[src/rtl/regfile_pkg.sv]
// Register-file write arbitration shared types: well-known register indices and arbiter states.
// Pure declarations; no timing or flow-control of its own.
package regfile_pkg;

  localparam logic [4:0] REG_ZERO = 5'd0;
  localparam logic [4:0] REG_V0   = 5'd2;
  localparam logic [4:0] REG_V1   = 5'd3;
  localparam logic [4:0] REG_A0   = 5'd4;
  localparam logic [4:0] REG_SP   = 5'd29;
  localparam logic [4:0] REG_FP   = 5'd30;
  localparam logic [4:0] REG_RA   = 5'd31;

  typedef enum logic {
    WB_PRI = 1'b0,
    LK_PRI = 1'b1
  } arb_state_t;

  function automatic logic [3:0] sat_inc4(input logic [3:0] v);
    return (v == 4'hF) ? v : v + 4'd1;
  endfunction

endpackage

[src/rtl/regwr_starve_ctr.sv]
// Counts consecutive cycles the link writer was refused; limit_hit flags the count the register takes next edge.
// limit_hit is combinational from inc/clr so the arbiter can flip priority on the same edge the count lands.
module regwr_starve_ctr
  import regfile_pkg::*;
#(
  parameter int LIMIT = 4
) (
  input  logic clk,
  input  logic rst_n,
  input  logic inc,
  input  logic clr,
  output logic limit_hit
);

  logic [3:0] cnt;
  logic [3:0] cnt_nxt;

  always_comb begin
    cnt_nxt = cnt;
    if (clr) begin
      cnt_nxt = 4'd0;
    end else if (inc) begin
      cnt_nxt = sat_inc4(cnt);
    end
  end

  always_ff @(posedge clk or negedge rst_n) begin
    if (!rst_n) begin
      cnt <= 4'd0;
    end else begin
      cnt <= cnt_nxt;
    end
  end

  assign limit_hit = (cnt_nxt >= 4'(LIMIT));

endmodule

[src/rtl/regfile_write_arbiter.sv]
// Two-requester (WB, link) arbiter for the single RF write port; grants are combinational, write port is one cycle later.
// Fixed WB priority with anti-starvation switch to link priority; optional read bypass under REGWR_BYPASS_EN.
module regfile_write_arbiter
  import regfile_pkg::*;
#(
  parameter int DATA_W       = 32,
  parameter int ADDR_W       = 5,
  parameter int STARVE_LIMIT = 4
) (
  input  logic              clk,
  input  logic              rst_n,
  input  logic              wb_valid,
  output logic              wb_ready,
  input  logic [ADDR_W-1:0] wb_addr,
  input  logic [DATA_W-1:0] wb_data,
  input  logic              lk_valid,
  output logic              lk_ready,
  input  logic [DATA_W-1:0] lk_data,
  output logic              rf_we,
  output logic [ADDR_W-1:0] rf_waddr,
  output logic [DATA_W-1:0] rf_wdata,
  output logic              starved
`ifdef REGWR_BYPASS_EN
  ,
  input  logic [ADDR_W-1:0] rd_addr1,
  input  logic [ADDR_W-1:0] rd_addr2,
  output logic              byp_hit1,
  output logic              byp_hit2,
  output logic [DATA_W-1:0] byp_data1,
  output logic [DATA_W-1:0] byp_data2
`endif
);

  localparam logic [ADDR_W-1:0] RA_IDX   = ADDR_W'(REG_RA);
  localparam logic [ADDR_W-1:0] ZERO_IDX = ADDR_W'(REG_ZERO);

  arb_state_t state;
  arb_state_t state_nxt;

  logic wb_gnt;
  logic lk_gnt;
  logic wb_is_ra;
  logic limit_hit;
  logic we_nxt;
  logic [ADDR_W-1:0] waddr_nxt;
  logic [DATA_W-1:0] wdata_nxt;

  assign wb_is_ra = (wb_addr == RA_IDX);

  // A pending WB to r31 comes from an older instruction, so it must land before the link write.
  always_comb begin
    wb_gnt = 1'b0;
    lk_gnt = 1'b0;
    case (state)
      WB_PRI: begin
        if (wb_valid) begin
          wb_gnt = 1'b1;
        end else if (lk_valid) begin
          lk_gnt = 1'b1;
        end
      end
      LK_PRI: begin
        if (wb_valid && wb_is_ra) begin
          wb_gnt = 1'b1;
        end else if (lk_valid) begin
          lk_gnt = 1'b1;
        end else if (wb_valid) begin
          wb_gnt = 1'b1;
        end
      end
      default: begin
        wb_gnt = 1'b0;
        lk_gnt = 1'b0;
      end
    endcase
  end

  regwr_starve_ctr #(
    .LIMIT (STARVE_LIMIT)
  ) u_starve_ctr (
    .clk       (clk),
    .rst_n     (rst_n),
    .inc       (lk_valid && !lk_gnt),
    .clr       (lk_gnt || !lk_valid),
    .limit_hit (limit_hit)
  );

  always_comb begin
    state_nxt = state;
    case (state)
      WB_PRI:  if (limit_hit) state_nxt = LK_PRI;
      LK_PRI:  if (lk_gnt) state_nxt = WB_PRI;
      default: state_nxt = WB_PRI;
    endcase
  end

  always_ff @(posedge clk or negedge rst_n) begin
    if (!rst_n) begin
      state <= WB_PRI;
    end else begin
      state <= state_nxt;
    end
  end

  // Writes to r0 are accepted but never reach the register file.
  assign we_nxt    = lk_gnt || (wb_gnt && (wb_addr != ZERO_IDX));
  assign waddr_nxt = wb_gnt ? wb_addr : RA_IDX;
  assign wdata_nxt = wb_gnt ? wb_data : lk_data;

  always_ff @(posedge clk or negedge rst_n) begin
    if (!rst_n) begin
      rf_we    <= 1'b0;
      rf_waddr <= '0;
      rf_wdata <= '0;
    end else begin
      rf_we <= we_nxt;
      if (we_nxt) begin
        rf_waddr <= waddr_nxt;
        rf_wdata <= wdata_nxt;
      end
    end
  end

  assign wb_ready = wb_gnt;
  assign lk_ready = lk_gnt;
  assign starved  = (state == LK_PRI);

`ifdef REGWR_BYPASS_EN
  assign byp_hit1  = rf_we && (rf_waddr == rd_addr1) && (rd_addr1 != ZERO_IDX);
  assign byp_hit2  = rf_we && (rf_waddr == rd_addr2) && (rd_addr2 != ZERO_IDX);
  assign byp_data1 = rf_wdata;
  assign byp_data2 = rf_wdata;
`endif

  a_one_grant : assert property (@(posedge clk) disable iff (!rst_n) !(wb_ready && lk_ready));

endmodule

[config.mk]
export PLATFORM = sky130hd
export DESIGN_NAME = regfile_write_arbiter
export DESIGN_NICKNAME = d
export VERILOG_FILES = /design/src/rtl/regfile_pkg.sv /design/src/rtl/regwr_starve_ctr.sv /design/src/rtl/regfile_write_arbiter.sv
export SDC_FILE = /design/constraint.sdc
export NUM_CORES = 1
export LEC_CHECK = 0
export ABC_AREA = 1
export BUFFER_PORTS_ARGS = -buffer_cell sky130_fd_sc_hd__buf_2
export CAP_MARGIN = 20
export CORE_ASPECT_RATIO = 1.4
export CORE_MARGIN = 2
export CORE_UTILIZATION = 46
export CTS_BUF_LIST = sky130_fd_sc_hd__clkbuf_8
export DETAILED_ROUTE_END_ITERATION = 10
export GPL_TIMING_DRIVEN = 0
export PLACE_DENSITY_LB_ADDON = 0.1
export SYNTH_ARGS = -nofsm -noshare
export SYNTH_HDL_FRONTEND = slang
export SYNTH_SLANG_ARGS = --single-unit
export TNS_END_PERCENT = 5
[constraint.sdc]
create_clock -name clk -period 1.9 [get_ports clk]
set_clock_uncertainty 0.15 [all_clocks]
set_input_delay 0.285 -clock clk [delete_from_list [all_inputs] [get_ports clk]]
set_output_delay 0.285 -clock clk [all_outputs]
set_load 0.02 [all_outputs]
==> run_results.csv, run 1 <==
group,metric,value,unit
logic_synthesis,cell_count_after_synthesis,302,
route,remaining_drc_errors,0,
route,num_vias,2172,
timing,grt_setup_unrepaired,"false",
floorplan,placeable_core_region,4500,um2
critical_path,critPathArrivalTime,1.37,ns
logic_synthesis,synth.lib_cells_used.distinct,21,
clock_network,clk_latency,0.29,ns
critical_path,worst-endpoint-required,1.46,ns
route,final_antenna_net_count,0,
critical_path,worst_setup_path_start_kind,"flop",
timing,postLayoutSetupSlackWorst,0.0932,ns
critical_path,crit_type,"flop to output pin",
pwr,p_sw,0.745,mW
clock_network,cts_max_level,2,
global_route,first_global_vias,2010,
cells_and_area,final_common_cell,"nand2_1",
flow_run,max_cap_viol_count,0,
hold_path,hold_path_class,"input port to async pin",
critical_path,cp_max_fo,15,
logic_synthesis,synth_warnings,0,
pwr,p_sw_share,32.1,%
cells_and_area,final_cell_mix,"203 x nand2_1, 119 x buf_2, 43 x dfrtp_1, 21 x nor2_1, 7 x clkbuf_8",
timing,final_total_negative_setup_slack,0,ns
cells_and_area,drive_gt1_share,32.7,%
global_route,pin_count_of_the_biggest_net_entering_global_routing,44,
global_route,grt_first_pass_wirelength,8460,um
pwr,combPwrFrac,26.6,%
placed_design,gp_congestion,0.779,
logic_synthesis,mappedNetlistNets,376,
timing,final_max_slew_viol_count,0,
timing,timing.final.crit_share,95.1,%
clock_network,ctsRootBufferMaster,"clkbuf_8",
critical_path,cp-end-kind,"output pin",
pwr,pwr-share-clk,27.0,%
placed_design,detailedPlace.worstSlack,0.131,ns
floorplan,dieHeight,84.9,um
clock_network,numClockSinks,43,
run_status,failed_checks,"negative hold slack",
pwr,report.power.total,2.32,mW
pwr,internal-power,1.58,mW
route,routed_via_density,4.49,
pwr,power.ir.vdd_worst,0.429,mV
logic_synthesis,synth-seq-area-share,50.1,%
route,drt_iter0_drc,135,
logic_synthesis,syn_area_per_cell,7.11,um2
logic_synthesis,synth_seq_cells,43,
global_route,globalRouteOverflowTotal,0,
pwr,power.share.sequential,46.4,%
run_status,run_status,"finished with violations",
pwr,power.density_cell_area,804,nW/um2
logic_synthesis,synth_enable_flop_cells,0,
cells_and_area,n_antenna_cell,0,
clock_network,cts-buffers-inserted,5,
timing,layout_min_cycle_time,1.81,ns
global_route,grt_util_all_layers,21.2,%
placed_design,port_buffers,113,
cells_and_area,design.final.nets,495,
timing,achievable-frequency,0.553,GHz
cells_and_area,post-route-util,64.2,%
clock_network,clock_tree_from_tritoncts,"yes",
pwr,static-leakage-power,1.78,nW
timing,timing_hold_violations_final,4,
floorplan,ports,114,
placed_design,dpl_wire_length,3830,um
route,drt-wirelength-per-cell,10.5,um
cells_and_area,areaGrowthSynthToFinish,34.5,%
global_route,antenna_violations_before_repair,0,
logic_synthesis,dominantRegCellSynth,"dfrtp_1",
logic_synthesis,post_synth_instance_area,2150,um2
clock_network,cts_post_setup_buffers_inserted,0,
clock_network,cts.path.max_buffers,2,
floorplan,row_count,29,
clock_network,cts.clk_slew.worst_paths,0.08,ns
timing,final_setup_vio_count,0,
timing,hold-worst-slack,-0.00435,ns
route,drt_first_pass_iters,4,
floorplan,die_width,61.8,um
timing,relative_slew_slack,35.8,%
route,totalWireLength,5110,um
timing,tightest_slew,0.963,ns
floorplan,floorplan.initialDensity,47.7,%
floorplan,die_area,5240,um2
logic_synthesis,asyncSetResetFlopFracSynth,100,%
-- what timing repair did --
item	in CTS	in global routing
endpoints found under the setup margin	1	0
resized for setup	1	0
hold buffers	0	0
-- flip-flops by register name, indices dropped and copies added (netlist names) --
register          count
rf_we                 1
rf_wdata             32
starved               1
u_starve_ctr.cnt      4
rf_waddr              5
-- logic make-up (layout without fill, tap and decap cells) --
group                      count (synthesis)  in the layout  synth area share, %
and+or+nand+nor                          233            233                 41.9
DFF                                       43             43                 50.1
buffers and inverters                     19            139                 4.95
AOI/OAI and AO/OA                          4              4                 1.57
adders and majority gates                  1              1                0.582
xor gates and xnor gates                   1              1                0.408
muxes                                      1              1                0.466
-- critical path, cell delays in order, from the launching register on --
cell      delay [ns]
dfrtp_1         0.41
nand2_1         0.08
o21bai_4        0.13
nand2_4         0.11
inv_4           0.15
buf_2           0.19
-- synthesized netlist by cell type (2+ instances only) --
cell / number / share of area [%]
inv_1: 4 / 0.70
inv_2: 2 / 0.35
buf_2: 7 / 1.6
nor2_1: 21 / 3.7
o21ai_0: 2 / 0.47
nand2_1: 203 / 35
nand3_1: 3 / 0.70
clkbuf_1: 2 / 0.35
buf_6: 3 / 1.6
nand2_2: 2 / 0.58
dfrtp_1: 43 / 50
-- area by class of cell --
| cell class | count | area, um2 |
|---|---|---|
| buffer | 12 | 78.8 |
| clock buffer | 7 | 96.3 |
| clock inverter | 1 | 3.75 |
| fill | 453 | 1610 |
| inverter | 6 | 25.0 |
| multi-input combinational | 240 | 966 |
| sequential | 43 | 1080 |
| tap | 62 | 77.6 |
| timing repair buffer | 113 | 566 |
-- power by group through the flow --
stage	sequential [mW]	clock [mW]	combinational (mW)
3_5_place_dp	1.10	0	0.628
4_1_cts	1.08	0.645	0.630
6_report	1.08	0.626	0.619
3_3_place_gp	1.09	0	0.620
5_1_grt	1.09	0.680	0.695
2_1_floorplan	1.24	0	0.221
-- per-stage QoR --
stage | area [um2] | std cells | hold slack, ns
after floorplan | 2150 | 302 | -0.161
after global placement | 2790 | 477 | 0.298
after detailed placement | 2790 | 477 | 0.303
after CTS | 2890 | 484 | 0.0287
after global routing | 2890 | 484 | 0.0760
final | 2890 | 484 | -0.00435
-- worst paths after layout --
path                               from            to  slack, ns  cells after the start
setup / recovery                starved      wb_ready       0.09                      5
hold / removal                    rst_n   rf_waddr[0]     -0.004                      1
setup reg to reg                starved  rf_wdata[14]       0.26                      8
hold reg to reg            rf_wdata[26]  rf_wdata[26]       0.32                      2
max in group asynchronous         rst_n  rf_wdata[20]       1.01                      1
min in group clk             wb_addr[2]   rf_waddr[2]       0.10                      3
-- metal layers --
metal | global-route usage (%) | vias up | routed length [um]
met2 | 36.7 | 67 | 2630
met4 | 7.74 | 0 | 65
met3 | 3.35 | 6 | 313
met5 | 0 | - | 0
met1 | 25.4 | 957 | 2100
li1 | - | 1142 | -
(Power assumes the default switching activity.)
==> run 2, diff against run 1 <==
--- a/config.mk
+++ b/config.mk
@@ -10,7 +10,7 @@
 export CAP_MARGIN = 20
 export CORE_ASPECT_RATIO = 1.4
 export CORE_MARGIN = 2
-export CORE_UTILIZATION = 46
+export CORE_UTILIZATION = 45
 export CTS_BUF_LIST = sky130_fd_sc_hd__clkbuf_8
 export DETAILED_ROUTE_END_ITERATION = 10
 export GPL_TIMING_DRIVEN = 0
==> run 2 against run 1 <==
Effect of this change:
- core utilization down 1.6 points
- global-route usage down 0.89 points
- register-to-register slack about the same
- final area down 0.95%
- flip-flop and latch count unchanged
- highest routed layer unchanged
- the run still ends with negative hold slack left
- sequential power about the same
==> run_results.csv, run 2 (synthesized netlist as in run 1, its figures left out) <==
group,metric,value,unit
global_route,globalRouteOverflowTotal,0,
pwr,static-leakage-power,1.77,nW
placed_design,dpl_wire_length,3790,um
critical_path,worst-endpoint-required,1.46,ns
route,remaining_drc_errors,0,
placed_design,port_buffers,113,
placed_design,detailedPlace.worstSlack,0.117,ns
route,detailroute.wirelength.met3,294,um
cells_and_area,top_register,"rf_wdata",
cells_and_area,drive_gt1_share,32.4,%
timing,timing.final.crit_share,94.8,%
timing,final_setup_vio_count,0,
timing,timing_hold_violations_final,43,
global_route,antenna_violations_before_repair,0,
clock_network,cts_max_level,2,
pwr,power.ir.vdd_worst,0.457,mV
clock_network,clk_latency,0.29,ns
cells_and_area,n_antenna_cell,0,
clock_network,ctsRootBufferMaster,"clkbuf_8",
cells_and_area,final_cell_mix,"203 x nand2_1, 119 x buf_2, 43 x dfrtp_1, 21 x nor2_1",
timing,final_total_negative_setup_slack,0,ns
timing,tightest_slew,0.924,ns
placed_design,placed_area,2790,um2
timing,grt_setup_unrepaired,"false",
cells_and_area,finish.cell_count_without_fillers,482,
route,drt_first_pass_iters,4,
timing,relative_slew_slack,38.4,%
clock_network,cts.path.max_buffers,2,
cells_and_area,final_common_cell,"nand2_1",
clock_network,cts_post_setup_buffers_inserted,0,
floorplan,die_width,62.4,um
route,drt_iter0_drc,51,
route,num_vias,2187,
run_status,run_status,"finished with violations",
hold_path,hold_path_class,"input port to async pin",
route,final_antenna_net_count,0,
critical_path,cp-end-kind,"output pin",
timing,postLayoutSetupSlackWorst,0.0993,ns
global_route,pin_count_of_the_biggest_net_entering_global_routing,44,
critical_path,cp_max_fo,15,
cells_and_area,largest_register_ff_count,32,
global_route,first_global_vias,1988,
timing,layout_min_cycle_time,1.80,ns
cells_and_area,largest_registers,"rf_wdata (32), rf_waddr (5), u_starve_ctr.cnt (4)",
placed_design,gp_congestion,0.752,
flow_run,max_cap_viol_count,0,
timing,achievable-frequency,0.555,GHz
floorplan,row_count,29,
route,route.met2.wl,2600,um
cells_and_area,postLayoutCellArea,2860,um2
pwr,power.density_cell_area,772,nW/um2
route,top_layer_used,"met4",
clock_network,cts-buffers-inserted,5,
critical_path,critPathArrivalTime,1.37,ns
critical_path,worst_setup_path_start_kind,"flop",
route,routed_via_density,4.54,
clock_network,cts.clk_slew.worst_paths,0.07,ns
floorplan,placeable_core_region,4570,um2
route,drt-wirelength-per-cell,10.5,um
cells_and_area,areaGrowthSynthToFinish,33.2,%
timing,final_max_slew_viol_count,0,
floorplan,floorplan.initialDensity,47.0,%
run_status,failed_checks,"negative hold slack",
clock_network,numClockSinks,43,
floorplan,ports,114,
floorplan,dieHeight,85.8,um
cells_and_area,design.final.nets,495,
clock_network,clock_tree_from_tritoncts,"yes",
global_route,grt_util_all_layers,20.3,%
route,totalWireLength,5050,um
floorplan,die_area,5350,um2
critical_path,crit_type,"flop to output pin",
timing,hold-worst-slack,-0.0121,ns
route,route.layer.met1.wl,2080,um
global_route,grt_first_pass_wirelength,8620,um
placed_design,placedCellCount,477,
run 2: cell types whose count changed in the layout (fill, tap and decap cells not counted), sizes merged:
cell,previous run,this run
clkbuf,9,7
run 2: path summary, 6_finish.rpt:
path	start	to	slack, ns	depth (start not counted)
worst min-delay path	rst_n	rf_wdata[5]	-0.01	1
worst max register to register	starved	rf_wdata[11]	0.25	8
worst min register to register	rf_wdata[9]	rf_wdata[9]	0.32	2
max in group asynchronous	rst_n	rf_wdata[19]	1.04	1
worst max-delay path	starved	wb_ready	0.1	5
min in group clk	wb_addr[4]	rf_waddr[4]	0.12	3
run 2: stage by stage:
stage          utilization (%)  power [mW]
4_1_cts                   62.6        2.24
6_report                  62.6        2.21
3_3_place_gp              61.1        1.71
3_5_place_dp              61.1        1.72
2_1_floorplan                -        1.46
5_1_grt                   62.6        2.35
run 2: per-layer routing:
metal | global-route usage [%] | vias up
met5 | 0 | -
met4 | 7.88 | 0
met3 | 3.67 | 8
met2 | 37.3 | 63
met1 | 23.5 | 976
li1 | - | 1140
run 2: final cells by class:
cell class              instances  area (um2)
multi-input cells             240         966
clock buffers                   5        68.8
clock inverters                 1        3.75
inverters                       6        25.0
plain buffers                  12        78.8
well taps                      62        77.6
fillers                       475        1710
repair buffers                113         566
flip-flops and latches         43        1080
run 2: critical path: stages (launching register included):
cell      delay, ns
dfrtp_1        0.41
nand2_1        0.08
o21bai_4       0.13
nand2_4        0.11
inv_4          0.15
buf_2          0.19
run 2: what timing repair did:
| item | in CTS | in global routing |
|---|---|---|
| hold buffers | 0 | 0 |
| endpoints found under the setup margin | 1 | 0 |
| gates resized for setup | 1 | 0 |
run 2: power breakdown:
| group | total [mW] | internal (mW) | switching, mW | leakage (nW) |
|---|---|---|---|---|
| registers | 1.08 | 1.03 | 0.0523 | 0.527 |
| clock network | 0.513 | 0.240 | 0.274 | 0.0413 |
| logic | 0.617 | 0.226 | 0.391 | 1.20 |
| total | 2.21 | 1.49 | 0.717 | 1.77 |
==> run 3, diff against run 2 <==
--- a/config.mk
+++ b/config.mk
@@ -14,7 +14,7 @@
 export CTS_BUF_LIST = sky130_fd_sc_hd__clkbuf_8
 export DETAILED_ROUTE_END_ITERATION = 10
 export GPL_TIMING_DRIVEN = 0
-export PLACE_DENSITY_LB_ADDON = 0.1
+export PLACE_DENSITY_LB_ADDON = 0.08
 export SYNTH_ARGS = -nofsm -noshare
 export SYNTH_HDL_FRONTEND = slang
 export SYNTH_SLANG_ARGS = --single-unit
==> run 3 against run 2 <==
Effect of this change:
- the flow now finishes without violations
- sequential power about the same
- sequential share of layout area decreased by 0.36 points
- global-route usage increased by 0.39 points
- count of clock-buffer cells in the layout increased by 2
- non-clock buffer count unchanged
- routed wire length increased by 1.3%
- final cell count increased by 0.41%
- clock power increased by 21%
- combinational power about the same
- final area increased by 0.96%
- critical path depth unchanged
- largest cell class unchanged
==> run_results.csv, run 3 (synthesized netlist as in run 1, its figures left out) <==
group,metric,value,unit
cells_and_area,seq_area,1080,um2
route,detailroute.wirelength.met3,304,um
critical_path,timing.critical_path.depth,5,
route,routed_via_density,4.55,
placed_design,placedCellCount,477,
hold_path,hold_path_class,"input port to async pin",
route,drt-wirelength-per-cell,10.6,um
clock_network,numClockSinks,43,
clock_network,cts_post_setup_buffers_inserted,0,
timing,layout_min_cycle_time,1.80,ns
placed_design,detailedPlace.worstSlack,0.136,ns
placed_design,gp_congestion,0.745,
cells_and_area,top_register,"rf_wdata",
clock_network,ctsRootBufferMaster,"clkbuf_8",
cells_and_area,design.final.nets,495,
timing,postLayoutSetupSlackWorst,0.101,ns
critical_path,cp-end-kind,"output pin",
timing,achievable-frequency,0.556,GHz
timing,tightest_slew,0.959,ns
route,remaining_drc_errors,0,
floorplan,ports,114,
critical_path,cp_cell_instances,"nand2_1 -> o21bai_4 -> nand2_4 -> inv_4 -> buf_2",
clock_network,cts.clk_slew.worst_paths,0.08,ns
route,route.layer.met1.wl,2150,um
timing,grt_setup_unrepaired,"false",
run_status,run_status,"complete, no violations",
route,drt_first_pass_iters,4,
route,top_layer_used,"met4",
critical_path,worstRegToRegCells,8,
route,num_vias,2201,
clock_network,clk_latency,0.28,ns
critical_path,path_delay_family,"flip-flops",
clock_network,cts.path.max_buffers,2,
cells_and_area,filler_cell_count,482,
route,final_antenna_net_count,0,
critical_path,worst-endpoint-required,1.46,ns
cells_and_area,final_common_cell,"nand2_1",
critical_path,critPathSlowestCell,"dfrtp_1",
cells_and_area,drive_gt1_share,32.7,%
cells_and_area,post-route-util,63.2,%
clock_network,cts-buffers-inserted,5,
flow_run,max_cap_viol_count,0,
clock_network,clock_tree_from_tritoncts,"yes",
timing,hold-worst-slack,0.00279,ns
floorplan,floorplan.initialDensity,47.0,%
cells_and_area,finish.cell_count_without_fillers,484,
global_route,grt_first_pass_wirelength,8950,um
pwr,power.ir.vdd_worst,0.461,mV
floorplan,row_count,29,
cells_and_area,areaGrowthSynthToFinish,34.5,%
timing,final_setup_vio_count,0,
critical_path,crit_type,"flop to output pin",
global_route,first_global_vias,2071,
timing,relative_slew_slack,36.1,%
floorplan,die_width,62.4,um
cells_and_area,final_cell_mix,"203 x nand2_1, 119 x buf_2, 43 x dfrtp_1, 21 x nor2_1, 7 x clkbuf_8",
cells_and_area,n_antenna_cell,0,
clock_network,cts_max_level,2,
global_route,antenna_violations_before_repair,0,
global_route,grt_util_all_layers,20.7,%
placed_design,dpl_wire_length,3840,um
cells_and_area,largest_registers,"rf_wdata (32), rf_waddr (5), u_starve_ctr.cnt (4)",
cells_and_area,largest_register_ff_count,32,
global_route,globalRouteOverflowTotal,0,
floorplan,dieHeight,85.8,um
placed_design,port_buffers,113,
pwr,power.density_cell_area,801,nW/um2
timing,final_max_slew_viol_count,0,
pwr,static-leakage-power,1.78,nW
route,drt_iter0_drc,85,
critical_path,critPathArrivalTime,1.36,ns
critical_path,cp_max_fo,15,
cells_and_area,multi_input_area,966,um2
cells_and_area,postLayoutCellArea,2890,um2
global_route,pin_count_of_the_biggest_net_entering_global_routing,44,
floorplan,die_area,5350,um2
floorplan,placeable_core_region,4570,um2
route,totalWireLength,5110,um
route,route.met2.wl,2620,um
critical_path,crit_path_max_incr_delay,0.41,ns
critical_path,worst_setup_path_start_kind,"flop",
pwr,report.power.total,2.32,mW
timing,timing.final.crit_share,94.7,%
placed_design,placed_area,2790,um2
timing,final_total_negative_setup_slack,0,ns
timing,timing_hold_violations_final,0,
critical_path,crit_buf_inv,2,
run 3: final timing paths:
path	start	end	slack, ns
worst max-delay path	starved	wb_ready	0.10
worst min-delay path	rst_n	rf_wdata[31]	0.003
worst max register to register	starved	rf_wdata[27]	0.28
worst min register to register	rf_wdata[6]	rf_wdata[6]	0.32
max in group asynchronous	rst_n	rf_wdata[9]	1.01
min in group clk	wb_addr[4]	rf_waddr[4]	0.11
run 3: metal layers:
metal  track usage [%]  vias to the layer above
met4              5.45                        0
met1              24.7                      993
met5                 0                        -
met3              4.59                        4
li1                  -                     1139
met2              37.7                       65
run 3: repair_timing:
| action | CTS | global route |
|---|---|---|
| hold buffers | 0 | 0 |
| endpoints found under the setup margin | 1 | 0 |
| gates resized for setup | 1 | 0 |
run 3: cell type report:
class	count	share of cell area, %
Clock inverter	1	0.130
Buffer	12	2.73
Clock buffer	7	3.33
Tap cell	62	2.69
Inverter	6	0.866
Timing Repair Buffer	113	19.6
Sequential cell	43	37.2
Multi-Input combinational cell	240	33.4
run 3: worst register-to-register path: stages, from the launching register on:
cell,delay [ns]
dfrtp_1,0.39
nand2_1,0.07
o21bai_4,0.19
nand2_4,0.11
clkbuf_1,0.35
nand2_1,0.09
nand2_1,0.09
nand2_1,0.05
nand2_1,0.07
run 3: power breakdown:
part | leakage, nW | total, mW | switching, mW | internal, mW
clock network | 0.0557 | 0.620 | 0.293 | 0.326
logic | 1.20 | 0.618 | 0.392 | 0.226
registers | 0.527 | 1.08 | 0.0527 | 1.03
total | 1.78 | 2.32 | 0.737 | 1.58
